$ cat src/rtl/decode_stage.sv
// decode_stage: ID stage of the RV32I pipeline.
//
// Takes the instruction/PC presented by IF, reads the register file through
// rs1/rs2 (data_1/data_2), applies the writeback bypass, builds the immediate,
// detects load-use hazards and registers one decoded bundle into the ID/EX
// pipeline register.
//
// Ports:
//   clk, rst                 clock (rising edge), asynchronous active-high reset
//   in_valid/in_ready        IF -> ID handshake; instr, pc carry the payload
//   flush                    branch redirect: kills ID/EX and the incoming instr
//   rs1, rs2                 register file read addresses (instr[19:15], [24:20])
//   data_1, data_2           register file read data
//   wb_en, wb_rd, wb_data    writeback port, bypassed into the operands
//   ex_valid/ex_ready        ID -> EX handshake; ex_* carry the decoded bundle
//
// Handshake semantics (both sides): a transfer happens on a rising clk edge
// where valid and ready are both 1. valid never depends on ready. The ID/EX
// payload is held stable while ex_valid=1 and ex_ready=0 (unless flushed).
module decode_stage #(
    parameter int WIDTH = 32,
    parameter int DEPTH = 32,
    localparam int AW = $clog2(DEPTH)
) (
    input  logic             clk,
    input  logic             rst,
    input  logic             in_valid,
    output logic             in_ready,
    input  logic [31:0]      instr,
    input  logic [WIDTH-1:0] pc,
    input  logic             flush,
    output logic [AW-1:0]    rs1,
    output logic [AW-1:0]    rs2,
    input  logic [WIDTH-1:0] data_1,
    input  logic [WIDTH-1:0] data_2,
    input  logic             wb_en,
    input  logic [AW-1:0]    wb_rd,
    input  logic [WIDTH-1:0] wb_data,
    output logic             ex_valid,
    input  logic             ex_ready,
    output logic [WIDTH-1:0] ex_pc,
    output logic [WIDTH-1:0] ex_op_a,
    output logic [WIDTH-1:0] ex_op_b,
    output logic [WIDTH-1:0] ex_imm,
    output logic [AW-1:0]    ex_rd,
    output logic [6:0]       ex_opcode,
    output logic [2:0]       ex_funct3,
    output logic             ex_funct7b5,
    output logic             ex_reg_write,
    output logic             ex_is_load,
    output logic             ex_illegal
);

    localparam logic [6:0] OP_LOAD   = 7'b0000011;
    localparam logic [6:0] OP_FENCE  = 7'b0001111;
    localparam logic [6:0] OP_IMM    = 7'b0010011;
    localparam logic [6:0] OP_AUIPC  = 7'b0010111;
    localparam logic [6:0] OP_STORE  = 7'b0100011;
    localparam logic [6:0] OP_REG    = 7'b0110011;
    localparam logic [6:0] OP_LUI    = 7'b0110111;
    localparam logic [6:0] OP_BRANCH = 7'b1100011;
    localparam logic [6:0] OP_JALR   = 7'b1100111;
    localparam logic [6:0] OP_JAL    = 7'b1101111;
    localparam logic [6:0] OP_SYSTEM = 7'b1110011;

    logic [6:0]       opcode;
    logic [AW-1:0]    rd;
    logic             fmt_i, fmt_s, fmt_b, fmt_u, fmt_j;
    logic             illegal;
    logic [31:0]      imm32;
    logic [WIDTH-1:0] imm_w;
    logic             uses_rs1, uses_rs2;
    logic             reg_write;
    logic             hazard;
    logic [WIDTH-1:0] op_a, op_b;

    assign opcode = instr[6:0];
    assign rd     = AW'(instr[11:7]);
    assign rs1    = AW'(instr[19:15]);
    assign rs2    = AW'(instr[24:20]);

    // Format classification and immediate assembly.
    always_comb begin
        fmt_i   = 1'b0;
        fmt_s   = 1'b0;
        fmt_b   = 1'b0;
        fmt_u   = 1'b0;
        fmt_j   = 1'b0;
        illegal = 1'b0;
        imm32   = '0;
        unique case (opcode)
            OP_IMM, OP_LOAD, OP_JALR: begin
                fmt_i = 1'b1;
                imm32 = {{20{instr[31]}}, instr[31:20]};
            end
            OP_STORE: begin
                fmt_s = 1'b1;
                imm32 = {{20{instr[31]}}, instr[31:25], instr[11:7]};
            end
            OP_BRANCH: begin
                fmt_b = 1'b1;
                imm32 = {{19{instr[31]}}, instr[31], instr[7], instr[30:25],
                         instr[11:8], 1'b0};
            end
            OP_LUI, OP_AUIPC: begin
                fmt_u = 1'b1;
                imm32 = {instr[31:12], 12'b0};
            end
            OP_JAL: begin
                fmt_j = 1'b1;
                imm32 = {{11{instr[31]}}, instr[31], instr[19:12], instr[20],
                         instr[30:21], 1'b0};
            end
            OP_REG, OP_FENCE, OP_SYSTEM: begin
                imm32 = '0;
            end
            default: begin
                illegal = 1'b1;
            end
        endcase
    end

    assign imm_w = WIDTH'($signed(imm32));

    // Only sources the format actually reads may raise a load-use stall.
    assign uses_rs1  = !(fmt_u || fmt_j);
    assign uses_rs2  = !(fmt_i || fmt_u || fmt_j);
    assign reg_write = !illegal && !fmt_s && !fmt_b && (rd != '0);

    // The register file write lands on the same edge as the ID/EX capture,
    // so a matching writeback must be forwarded or the stale value is taken.
    always_comb begin
        op_a = data_1;
        op_b = data_2;
        if (rs1 == '0) begin
            op_a = '0;
        end else if (wb_en && (wb_rd == rs1)) begin
            op_a = wb_data;
        end
        if (rs2 == '0) begin
            op_b = '0;
        end else if (wb_en && (wb_rd == rs2)) begin
            op_b = wb_data;
        end
    end

    assign hazard = ex_valid && ex_is_load && (ex_rd != '0) && in_valid &&
                    ((uses_rs1 && (ex_rd == rs1)) || (uses_rs2 && (ex_rd == rs2)));

    assign in_ready = !flush && !hazard && (!ex_valid || ex_ready);

    // ID/EX pipeline register. Only ex_valid changes on flush or on a
    // consumed-but-not-refilled cycle; the payload is left as is.
    always_ff @(posedge clk or posedge rst) begin
        if (rst) begin
            ex_valid     <= 1'b0;
            ex_pc        <= '0;
            ex_op_a      <= '0;
            ex_op_b      <= '0;
            ex_imm       <= '0;
            ex_rd        <= '0;
            ex_opcode    <= '0;
            ex_funct3    <= '0;
            ex_funct7b5  <= 1'b0;
            ex_reg_write <= 1'b0;
            ex_is_load   <= 1'b0;
            ex_illegal   <= 1'b0;
        end else if (flush) begin
            ex_valid <= 1'b0;
        end else if (in_valid && in_ready) begin
            ex_valid     <= 1'b1;
            ex_pc        <= pc;
            ex_op_a      <= op_a;
            ex_op_b      <= op_b;
            ex_imm       <= imm_w;
            ex_rd        <= rd;
            ex_opcode    <= opcode;
            ex_funct3    <= instr[14:12];
            ex_funct7b5  <= instr[30];
            ex_reg_write <= reg_write;
            ex_is_load   <= (opcode == OP_LOAD);
            ex_illegal   <= illegal;
        end else if (ex_ready) begin
            ex_valid <= 1'b0;
        end
    end

endmodule

$ cat config.mk
export PLATFORM = sky130hd
export DESIGN_NAME = decode_stage
export DESIGN_NICKNAME = d
export VERILOG_FILES = /design/src/rtl/decode_stage.sv
export SDC_FILE = /design/constraint.sdc
export NUM_CORES = 1
export LEC_CHECK = 0
export CAP_MARGIN = 10
export CORE_MARGIN = 2
export CORE_UTILIZATION = 43
export CTS_CLUSTER_DIAMETER = 120
export CTS_CLUSTER_SIZE = 8
export DETAILED_ROUTE_END_ITERATION = 8
export PLACE_DENSITY = 0.86
export SLEW_MARGIN = 10
export SYNTH_ARGS = -nofsm -noshare
export SYNTH_HDL_FRONTEND = slang
export SYNTH_SLANG_ARGS = --single-unit
$ cat constraint.sdc
create_clock -name clk -period 11.14 [get_ports clk]
set_clock_uncertainty 0.2 [all_clocks]
set_input_delay 2.228 -clock clk [delete_from_list [all_inputs] [get_ports clk]]
set_output_delay 2.228 -clock clk [all_outputs]
set_load 0.02 [all_outputs]
==> reports/qor.txt <==
status -> finished clean
share of cells above drive strength 1 -> 0.0996
Reg clk slew, reported paths -> 0.06 ns
DR vias -> 6556
placed insts -> 1127
CP max stage delay -> 0.64 ns
DPL Wire Length -> 17100 µm
# Post-CTS Setup Buffers -> 0
GP Congestion -> 0.820
synthesized net count -> 803
Slew Limit Fails -> 0
fin crit period -> 7.06 ns
Die W -> 137 µm
P_leak -> 0.00446 µW
initial antenna violation count -> 0
Yosys warnings -> 0
Post-Synth XOR/XNOR Area -> 0.0230
Synth Area per Inst -> 12.0 µm²
global-route wire length before repair -> 37100 µm
Via density -> 5.66
later-pin clock latency in the skew report -> 0.42 ns
IO Pins -> 330
largest net degree at the start of global routing -> 87
TNS Setup -> 0 ns
Setup Crit Path Kind -> in -> out
Setup Viol. Count Final -> 0
R2R Path Start -> ex_rd[1]
DR WL/cell -> 21.0 µm
clock sink count -> 148
Antenna Nets Post-Route -> 0
clock tree root buffer cell -> clkbuf_16
unrepaired setup endpoints after global routing -> false
initial core utilization -> 0.440
number of max-cap violations -> 0
Post-CTS Resized -> 0
post-synthesis sequential area ratio -> 0.486
Max clock buf depth -> 2
HP Start -> ex_pc[31]
drt drc -> 0
Seq. cell area -> 3700 µm²
post-route insts no fill -> 1159
Die Ht -> 137 µm
commonest non-fill, non-tap cell in the layout -> clkdlybuf4s50_1
worst hold stages -> 1
DRT Wirelength -> 24300 µm
worst reg-to-reg path cell count -> 7
placed inst area -> 10900 µm²
Least-Margin Pin Slew -> 1.13 ns
worst vdd ir -> 0.109 mV
mux cell area share after synthesis -> 0.185
nets -> 1092
Std-Cell Rows -> 48
multi-input logic area -> 3550 µm²
complex-gate fraction of the synthesized area -> 0.210
port bufs -> 329
# hold bufs at CTS -> 0
Mapped Cells -> 632
Post-Synthesis Cell Area -> 7610 µm²
remaining global-route overflow -> 0
core area -> 17300 µm²
most frequent cells in the layout -> clkdlybuf4s50_1 (329), dfrtp_1 (148), o211ai_1 (78)
initial DRC count -> 416
Util after Layout -> 0.668
CP Max Fanout -> 10
die area -> 18800 µm²
TritonCTS clock tree -> built
Antenna Cells -> 0
GRT Util Overall -> 0.259
Pwr Density -> 166 nW/µm²
Fin. Hold Viols -> 0
post-synthesis simple-gate area fraction -> 0.0419
area grow syn2layout -> 51.7%
HP Class -> reg -> reg
CP max-delay cell -> clkdlybuf4s50_1
max_slew headroom -> 0.248
crit start category -> primary input
critical path data required time -> 8.71 ns
H-tree levels -> 4
Fillers -> 1323
reg2reg end -> ex_funct3[1]
TritonRoute pass-1 iters -> 5
adder-cell area share of the yosys netlist -> 0
total power -> 1920 µW
hold worst-path end -> ex_pc[31]
Yosys reg bits -> 148
TritonCTS buffer count -> 17
CP dominant cell by count -> clkdlybuf4s50_1
number of global-route vias before repair -> 6689
WP data arrival -> 4.63 ns
R2R setup slack -> 7.29 ns
CP Capture Type -> output port
post-route cell area -> 11500 µm²
largest family of logic cells by synthesized area -> compound AO/OA/AOI/OAI gates
Fmax -> 142 MHz
library cells used by synthesis -> 45
crit path cell chain -> clkdlybuf4s50_1 > nand4b_2 > o22ai_2 > nor2_1 > o21a_1 > nor3_1 > clkdlybuf4s50_1
Period Utilization, post-route -> 0.634
worst max path at each step:
| stage | from | endpoint | slack [ns] | depth (start not counted) |
|---|---|---|---|---|
| after floorplan | rst | ex_funct3[0] | 4.73 | 1 |
| after global placement | instr[6] | in_ready | 4.14 | 7 |
| after detailed placement | instr[6] | in_ready | 4.08 | 7 |
| after CTS | instr[6] | in_ready | 4.08 | 7 |
| after global routing | instr[6] | in_ready | 3.88 | 7 |
| final | instr[6] | in_ready | 4.08 | 7 |
cell families (layout without fill, tap and decap cells):
logic type	after synthesis	in the layout
compound gates	193	193
xor+xnor	20	20
simple gates	61	61
buf+inv	77	379
flops	148	148
mux	133	133
final cells by class:
type / count / area share
Inverter: 9 / 0.00336
Timing Repair Buffer: 338 / 0.291
Sequential cell: 148 / 0.321
Clock buffer: 19 / 0.0384
Multi-Input combinational cell: 407 / 0.307
Clock inverter: 13 / 0.0150
Tap cell: 225 / 0.0244
sequential cells by signal (all words and copies together), names as in the netlist:
register      cells
ex_funct3         3
ex_funct7b5       1
ex_illegal        1
ex_imm           32
ex_is_load        1
ex_op_a          32
ex_op_b          32
ex_opcode         7
ex_pc            32
ex_rd             5
ex_reg_write      1
ex_valid          1
synthesized netlist by cell type (all sizes together):
library cell  count  area (µm²)
mux2             63         709
a211oi            1        7.51
o21a              2        15.0
o41ai             2        43.8
xnor2             7        61.3
xor2             13         114
o22ai             1        12.5
nand3b            2        15.0
o2111ai           1        15.0
nor3              2        10.0
a22o              4        35.0
o21ai            20         108
nor2              8        30.0
o211ai           78         586
nand3             2        10.0
a32o              1        10.0
nand4b            1        15.0
and3              2        12.5
nand2b            2        12.5
or4               4        30.0
dfrtp           148        3700
a222oi            1        10.0
nor4              4        40.0
and3b             1        8.76
a21oi            16        83.8
nor3b             1        7.51
or3               1        6.26
clkbuf           33         124
inv               9        33.8
nand2            29         109
o21bai            2        15.0
mux2i            70         701
nor2b             2        12.5
buf              35         246
o31ai            64         661
critical path, delay by kind of cell:
kind / cells / cell delay (ns)
buffers and inverters: 2 / 1.28
AOI/OAI and AO/OA: 2 / 0.63
and+or+nand+nor: 3 / 0.48
power breakdown:
part | switching (µW) | total [µW] | leakage (µW) | internal (µW)
clock network | 237 | 600 | 0.000299 | 362
logic | 319 | 631 | 0.00231 | 312
registers | 58.8 | 692 | 0.00184 | 633
stage by stage:
step           setup slack [ns]  hold slack, ns
2_1_floorplan              4.73           0.405
3_3_place_gp               4.14           0.266
3_5_place_dp               4.08           0.274
4_1_cts                    4.08           0.288
5_1_grt                    3.88           0.302
6_report                   4.08           0.285
layer usage:
metal | global-route usage | share of wire
met1 | 0.322 | 0.39
met5 | 0 | 0
met2 | 0.442 | 0.50
met3 | 0.0652 | 0.088
met4 | 0.0790 | 0.017
(Power assumes the default switching activity.)
